`config.mk`:
```
export PLATFORM = sky130hd
export DESIGN_NAME = clock_sequencer
export DESIGN_NICKNAME = d
export VERILOG_FILES = /design/src/rtl/clock_sequencer.sv
export SDC_FILE = /design/constraint.sdc
export NUM_CORES = 1
export LEC_CHECK = 0
export CORE_MARGIN = 5
export CORE_UTILIZATION = 53
export CTS_BUF_LIST = sky130_fd_sc_hd__clkbuf_8
export DETAILED_ROUTE_END_ITERATION = 12
export GPL_TIMING_DRIVEN = 0
export PLACE_DENSITY = 0.9
export RECOVER_POWER = 100
export SLEW_MARGIN = 30
export SYNTH_ARGS = -nofsm -noshare
export SYNTH_HDL_FRONTEND = slang
export SYNTH_SLANG_ARGS = --single-unit
```
`constraint.sdc`:
```
create_clock -name clk -period 2.85 [get_ports clk]
set_input_delay 0.4275 -clock clk [delete_from_list [all_inputs] [get_ports clk]]
set_output_delay 0.4275 -clock clk [all_outputs]
set_load 0.05 [all_outputs]
```
`src/rtl/clock_sequencer.sv`:
```
// clock_sequencer: run/halt/step controller issuing cycle -> ram -> internal phase strobes,
// with RAM wait-state stretching, wait timeout and a completed-instruction counter.
module clock_sequencer #(
    parameter int WAIT_MAX      = 15,
    parameter int CNT_W         = 32,
    parameter bit START_RUNNING = 1'b0
) (
    input  logic             clk,
    input  logic             reset,
    input  logic             run,
    input  logic             halt_req,
    input  logic             step,
    input  logic             ram_busy,
    output logic             cycle_clock,
    output logic             ram_clock,
    output logic             internal_clock,
    output logic             halted,
    output logic             stall,
    output logic             timeout,
    output logic [CNT_W-1:0] cycle_count
);
    typedef enum logic [1:0] {IDLE, RUN, STEP, DRAIN} state_t;
    typedef enum logic [1:0] {P0, P1, P2} phase_t;
    localparam logic [7:0] WMAX = 8'(WAIT_MAX);
    state_t     state, state_n;
    phase_t     ptr, ptr_n;
    logic [7:0] wait_cnt, wait_n;
    logic       active, at_p2, fin, expire, waiting;
    logic       cyc_n, ram_n, int_n, stall_n, timeout_n;
    assign active  = state != IDLE;
    assign at_p2   = active && ptr == P2;
    assign fin     = at_p2 && !ram_busy;
    assign expire  = at_p2 && ram_busy && wait_cnt == WMAX;
    assign waiting = at_p2 && ram_busy && !expire;
    // A halt seen mid-stall moves RUN to DRAIN so the stall resolves before halting.
    always_comb begin
        state_n = state;
        if (state == IDLE)
            state_n = halt_req ? IDLE : run ? RUN : step ? STEP : IDLE;
        else if (expire)
            state_n = IDLE;
        else if (state == RUN && halt_req)
            state_n = fin ? IDLE : DRAIN;
        else if (state != RUN && fin)
            state_n = IDLE;
        ptr_n     = !active ? P0 : ptr == P0 ? P1 : ptr == P1 ? P2 : (fin || expire) ? P0 : P2;
        wait_n    = waiting ? wait_cnt + 8'd1 : 8'd0;
        cyc_n     = active && ptr == P0;
        ram_n     = active && ptr == P1;
        int_n     = fin;
        stall_n   = waiting;
        timeout_n = expire ? 1'b1 : (state == IDLE && !halt_req && run) ? 1'b0 : timeout;
    end
    always_ff @(posedge clk or negedge reset) begin
        if (!reset) begin
            state          <= START_RUNNING ? RUN : IDLE;
            ptr            <= P0;
            wait_cnt       <= 8'd0;
            cycle_clock    <= 1'b0;
            ram_clock      <= 1'b0;
            internal_clock <= 1'b0;
            halted         <= !START_RUNNING;
            stall          <= 1'b0;
            timeout        <= 1'b0;
            cycle_count    <= '0;
        end else begin
            state          <= state_n;
            ptr            <= ptr_n;
            wait_cnt       <= wait_n;
            cycle_clock    <= cyc_n;
            ram_clock      <= ram_n;
            internal_clock <= int_n;
            halted         <= state_n == IDLE;
            stall          <= stall_n;
            timeout        <= timeout_n;
            cycle_count    <= cycle_count + CNT_W'(int_n);
        end
    end
endmodule

```
# == After elaboration in Yosys (flattened, before gate mapping) ==
# Index checks and enable logic that the tools add are counted.
# word_totals
out_inout_bits,38
memories,0
inputBits,6
romBits,0
ramBits,0
regBits,50
wordCells,52
latch_bits,0
# op_classes
mul,0
n_reduce_logical,20
n_mux,15
n_div,0
n_lt_le_gt_ge,0
shifts,0
addsub,2
eq_ne,5
n_bitwise,0
# ops
op,n
$add 32x1->32,1
$mux 2,12
$logic_and 1x1->1,11
$add 8x1->8 const B,1
$eq 8x4->1 const B,1
$mux 8,1
$logic_not 2->1,3
$eq 2x1->1 const B,2
$reduce_bool 2->1,2
$logic_not 1->1,3
$eq 2x2->1 const B,1
$mux 1,2
$ne 2x1->1 const B,1
$logic_or 1x1->1,1

# == Longest topological paths before layout ==
# depth
depth_word,9
ltp_mapped,8
ltp_nobuf,8

# == Least setup slack after synthesis ==
# No wires, ideal clock.
# synth_path
path_type,register to register
from,register ptr[0]
to,register cycle_count[28]
path_stages_with_launch,9
period_less_slack_ns,2.487
t_required_ns,2.708
path_buffers,1
setup_ns,0.142
path_slack_ns,0.363
t_arrival_ns,2.345
path_cell_list,dfrtp_1 > or3b_2 > nor2_1 > ha_1 > ha_1 > and2_1 > clkbuf_1 > nand4_1 > xnor2_1
# synth_via
elab_chain_len,4
# synth_rtl
element,line,text
from (decl),26,"phase_t ptr, ptr_n;"
from (signal assigned),68,ptr <= ptr_n;
$eq 2x2->1,31,assign at_p2 = active && ptr == P2;
$logic_and 1x1->1,31,
$logic_and 1x1->1,32,assign fin = at_p2 && !ram_busy;
named net fin,28,"logic active, at_p2, fin, expire, waiting;"
$add 32x1->32,76,cycle_count <= cycle_count + CNT_W'(int_n);
to (signal assigned),76,
to (decl),20,output logic [CNT_W-1:0] cycle_count
# The timed path passes the listed nets, and every way through them passes these cells.
# A chain may end at the register's enable or synchronous reset.

# == Worst setup path after layout ==
# layout_path
from,input port ram_busy
to,register cycle_count[10]
# layout_via
elab_chain_len,3
# layout_rtl
element,line,text
from (decl),13,"input logic ram_busy,"
$logic_not 1->1,32,
$logic_and 1x1->1,32,
named net fin,28,
$add 32x1->32,76,
# The timed path passes the listed nets, and every way through them passes these cells.

==> run summary <==
Routability-driven placement finished with a final weighted congestion of 0.731. For this run, the detailed router's first-pass iteration total came to 6. The tools report the clock network power share as 0.276.

The run gives 300 ps as the clock latency at the later pin of the worst-skew pair. The first global-routing pass estimated 7520 um of wire. The floorplan die area was 5480 um2; the core outline area was 4000 um2. The pin slew with the least headroom to its limit was 1150 ps. The repair_antennas step left the layout with diodes totalling 0. After the first detailed-routing iteration, the DRC count stood at 142.

Detailed routing inserted a total of 1596 vias. The number of vias per cell works out to 5.50. Worst min-delay path category: in2async. The fraction of the core area covered by cells at the end of the flow came out at 0.689. Once the clock tree was built, the setup fixing pass inserted 0 buffers. In this run the remaining antenna-violating nets after routing total 0. The global-route usage over all layers was 0.182; the total of cells resized after clock tree synthesis was 0. The effective utilization at floorplan was 0.543; the share of final-layout standard cells stronger than drive strength 1 was 0.0625. The number of synthesis warnings is 0, and the post-route clock skew is 4.48 ps. Hold timing on the final database bottoms out at a slack of 338 ps. Kind of end point of the critical path: a flip-flop. Max-cap violations in this run came to 0. For the worst setup path, the data required time is 3030 ps. For the headroom to the max-slew limit, the log shows 0.234.

Type of the worst setup path: in2reg. In the final design database the tool counted 249 nets. Setup repair after global routing left no endpoint under its margin.

The most used flip-flop cell after synthesis is sky130_fd_sc_hd__dfrtp_1. In this run the worst path has a maximum fanout of 10. The worst setup path is launched from a primary input. After clock tree synthesis, the flow added hold-fix buffers numbering 0. The combinational share of power was 0.250; the net switching share of the total power was 0.338. Dividing the synthesized area by the synthesized cell count gives 11.4 um2. The logs give 50 for the maximum number of pins on one net before global-route repair and 200 for the net count of the mapped netlist. The final period utilization is 0.908, and the instance count of the mapped netlist is 190.

Detailed placement finished with a half-perimeter wire length of 3240 um. The power per cell area was 659 nW/um2; the average routed wire per standard cell was 15.3 um. The leakage power total came out at 0.00131 uW.

In the layout the commonest cells are 48 x sky130_fd_sc_hd__dfrtp_1, 38 x sky130_fd_sc_hd__dlygate4sd3_1, 28 x sky130_fd_sc_hd__xnor2_1. For this run, design rule violations remaining after detail routing come to 0. Count of input and output buffers: 43. In this run the cell area of the synthesized design comes to 2170 um2. The final setup violation count is 0, and the wire length after detailed routing is 4430 um. The cell sitting at the root of the clock tree is a sky130_fd_sc_hd__clkbuf_8. Counting flops with a built-in enable in the synthesized netlist gives 0.

The count of distinct cell types in the synthesized netlist was 34. The logs give 1640 for the via count of the first global-routing pass and 0 for the initial antenna violation count. The total of flip-flops plus latches after synthesis is 49, and the synthesis-to-finish area growth is 26.9%. The buffer depth of the longest clock path is 2, and the number of clock sinks is 49. The analysis attributes to net switching a power of 614 uW.

The tools report the number of slew-limit violations in the final report as 0. In this run, CTS created clock tree buffers numbering 5. The share of synthesized registers carrying an async set or reset works out to 1.00.

TritonCTS built the clock tree. Timing would allow up to 386 MHz. Pin placement for this block handled 44 I/O pins. The portion of total power attributed to sequential cells came out at 0.473. The tools report the post-synthesis sequential area ratio as 0.565.

Sum of overflow across all layers after global routing: 0. Clock period minus final worst setup slack: 2590 ps. Clock slew at the register clock pins of the worst setup and hold paths: 90 ps. The floorplan has 23 rows. Measured along the x axis, the die boundary spans 74.0 um.

The run finished with clean final reports. The die is 74.0 um tall. Data on the critical path arrives at its endpoint at 2770 ps.

VDD sags by at most 0.613 mV. The final number of hold-violating endpoints was 0; the depth of the CTS H-tree was 2. Leaving out fill and tap cells, the most frequent cell in the layout is sky130_fd_sc_hd__dfrtp_1.

Cell internal power was estimated by the tool at 1200 uW.
-- registers in the layout, summed over array words and instances, names as in the netlist --
name            cells
cycle_count        32
wait_cnt            8
ptr                 2
state               2
halted              1
internal_clock      1
ram_clock           1
stall               1
timeout             1
-- worst paths after layout --
| path | startpoint | end | slack (ps) | cells after the start |
|---|---|---|---|---|
| worst max register to register | ptr[0] | cycle_count[10] | 370 | 7 |
| worst min-delay path | reset | cycle_count[20] | 340 | 1 |
| max in group asynchronous | reset | timeout | 1810 | 1 |
| min in group clk | wait_cnt[0] | wait_cnt[0] | 470 | 1 |
| worst min register to register | wait_cnt[0] | wait_cnt[0] | 470 | 1 |
| worst max-delay path | ram_busy | cycle_count[10] | 260 | 8 |
-- synthesized netlist by cell type, types with 2 or more instances --
cell,count,area share
sky130_fd_sc_hd__dfrtp_1,48,0.55
sky130_fd_sc_hd__xnor2_1,28,0.11
sky130_fd_sc_hd__nand3_1,19,0.044
sky130_fd_sc_hd__nor2_1,17,0.029
sky130_fd_sc_hd__nand2_1,13,0.022
sky130_fd_sc_hd__nand4_1,11,0.032
sky130_fd_sc_hd__xor2_1,7,0.028
sky130_fd_sc_hd__nor3_1,5,0.012
sky130_fd_sc_hd__ha_1,4,0.023
sky130_fd_sc_hd__and3_1,3,0.0086
sky130_fd_sc_hd__inv_1,3,0.0052
sky130_fd_sc_hd__nand3b_1,3,0.010
sky130_fd_sc_hd__o21ai_0,3,0.0069
sky130_fd_sc_hd__and2_1,2,0.0058
sky130_fd_sc_hd__clkbuf_1,2,0.0035
sky130_fd_sc_hd__nor4_1,2,0.0058
sky130_fd_sc_hd__nor4_4,2,0.020
sky130_fd_sc_hd__o21bai_1,2,0.0069
-- layer usage --
metal,GRT usage,wire [um],share of wire,vias up
met5,0,0,0,-
met4,0.0704,104,0.023,0
met3,0.0446,204,0.046,9
met2,0.294,2240,0.51,55
met1,0.237,1880,0.43,772
li1,-,-,-,760
-- power groups by stage --
stage          clock, uW  combinational (uW)  sequential [uW]
2_1_floorplan          0                 126             1060
3_3_place_gp           0                 473              869
3_5_place_dp           0                 489              873
4_1_cts              521                 489              861
5_1_grt              541                 492              878
6_report             502                 454              859
-- final cells by class --
type | count | area (um2)
Tap cell | 50 | 62.6
Fill cell | 309 | 1240
Multi-Input combinational cell | 134 | 895
Clock buffer | 6 | 82.6
Sequential cell | 49 | 1230
Clock inverter | 2 | 33.8
Timing Repair Buffer | 43 | 425
Inverter | 3 | 11.3
Buffer | 3 | 18.8
-- cells by family (layout without fill, tap and decap cells) --
group                    Yosys count  in the layout  synth area share
AO/OA/AOI/OAI                      9              9            0.0253
buffers and inverters              7             57            0.0161
AND/OR/NAND/NOR                   86             86             0.229
flip-flops                        49             49             0.565
adder cells (fa/ha/maj)            4              4            0.0230
XOR/XNOR                          35             35             0.141
-- per-stage QoR --
stage | TNS [ps] | total power (uW) | area (um2) | cells | setup slack (ps)
detailed placement | -1260 | 1360 | 2660 | 283 | -154
floorplan | 0 | 1180 | 2170 | 190 | 363
CTS | 0 | 1870 | 2780 | 291 | 119
finish | 0 | 1820 | 2760 | 290 | 261
global placement | -368 | 1340 | 2670 | 283 | -66.4
global route | 0 | 1910 | 2760 | 290 | 10.7
-- worst max-delay path, stage by stage --
cell and delay, ps:
sky130_fd_sc_hd__clkdlybuf4s50_1 410, sky130_fd_sc_hd__or3b_2 500, sky130_fd_sc_hd__nor2_1 200, sky130_fd_sc_hd__ha_1 240, sky130_fd_sc_hd__ha_1 210, sky130_fd_sc_hd__and2_1 410
sky130_fd_sc_hd__nand3_1 190, sky130_fd_sc_hd__xnor2_1 170
Power figures use the tool's default switching activity.
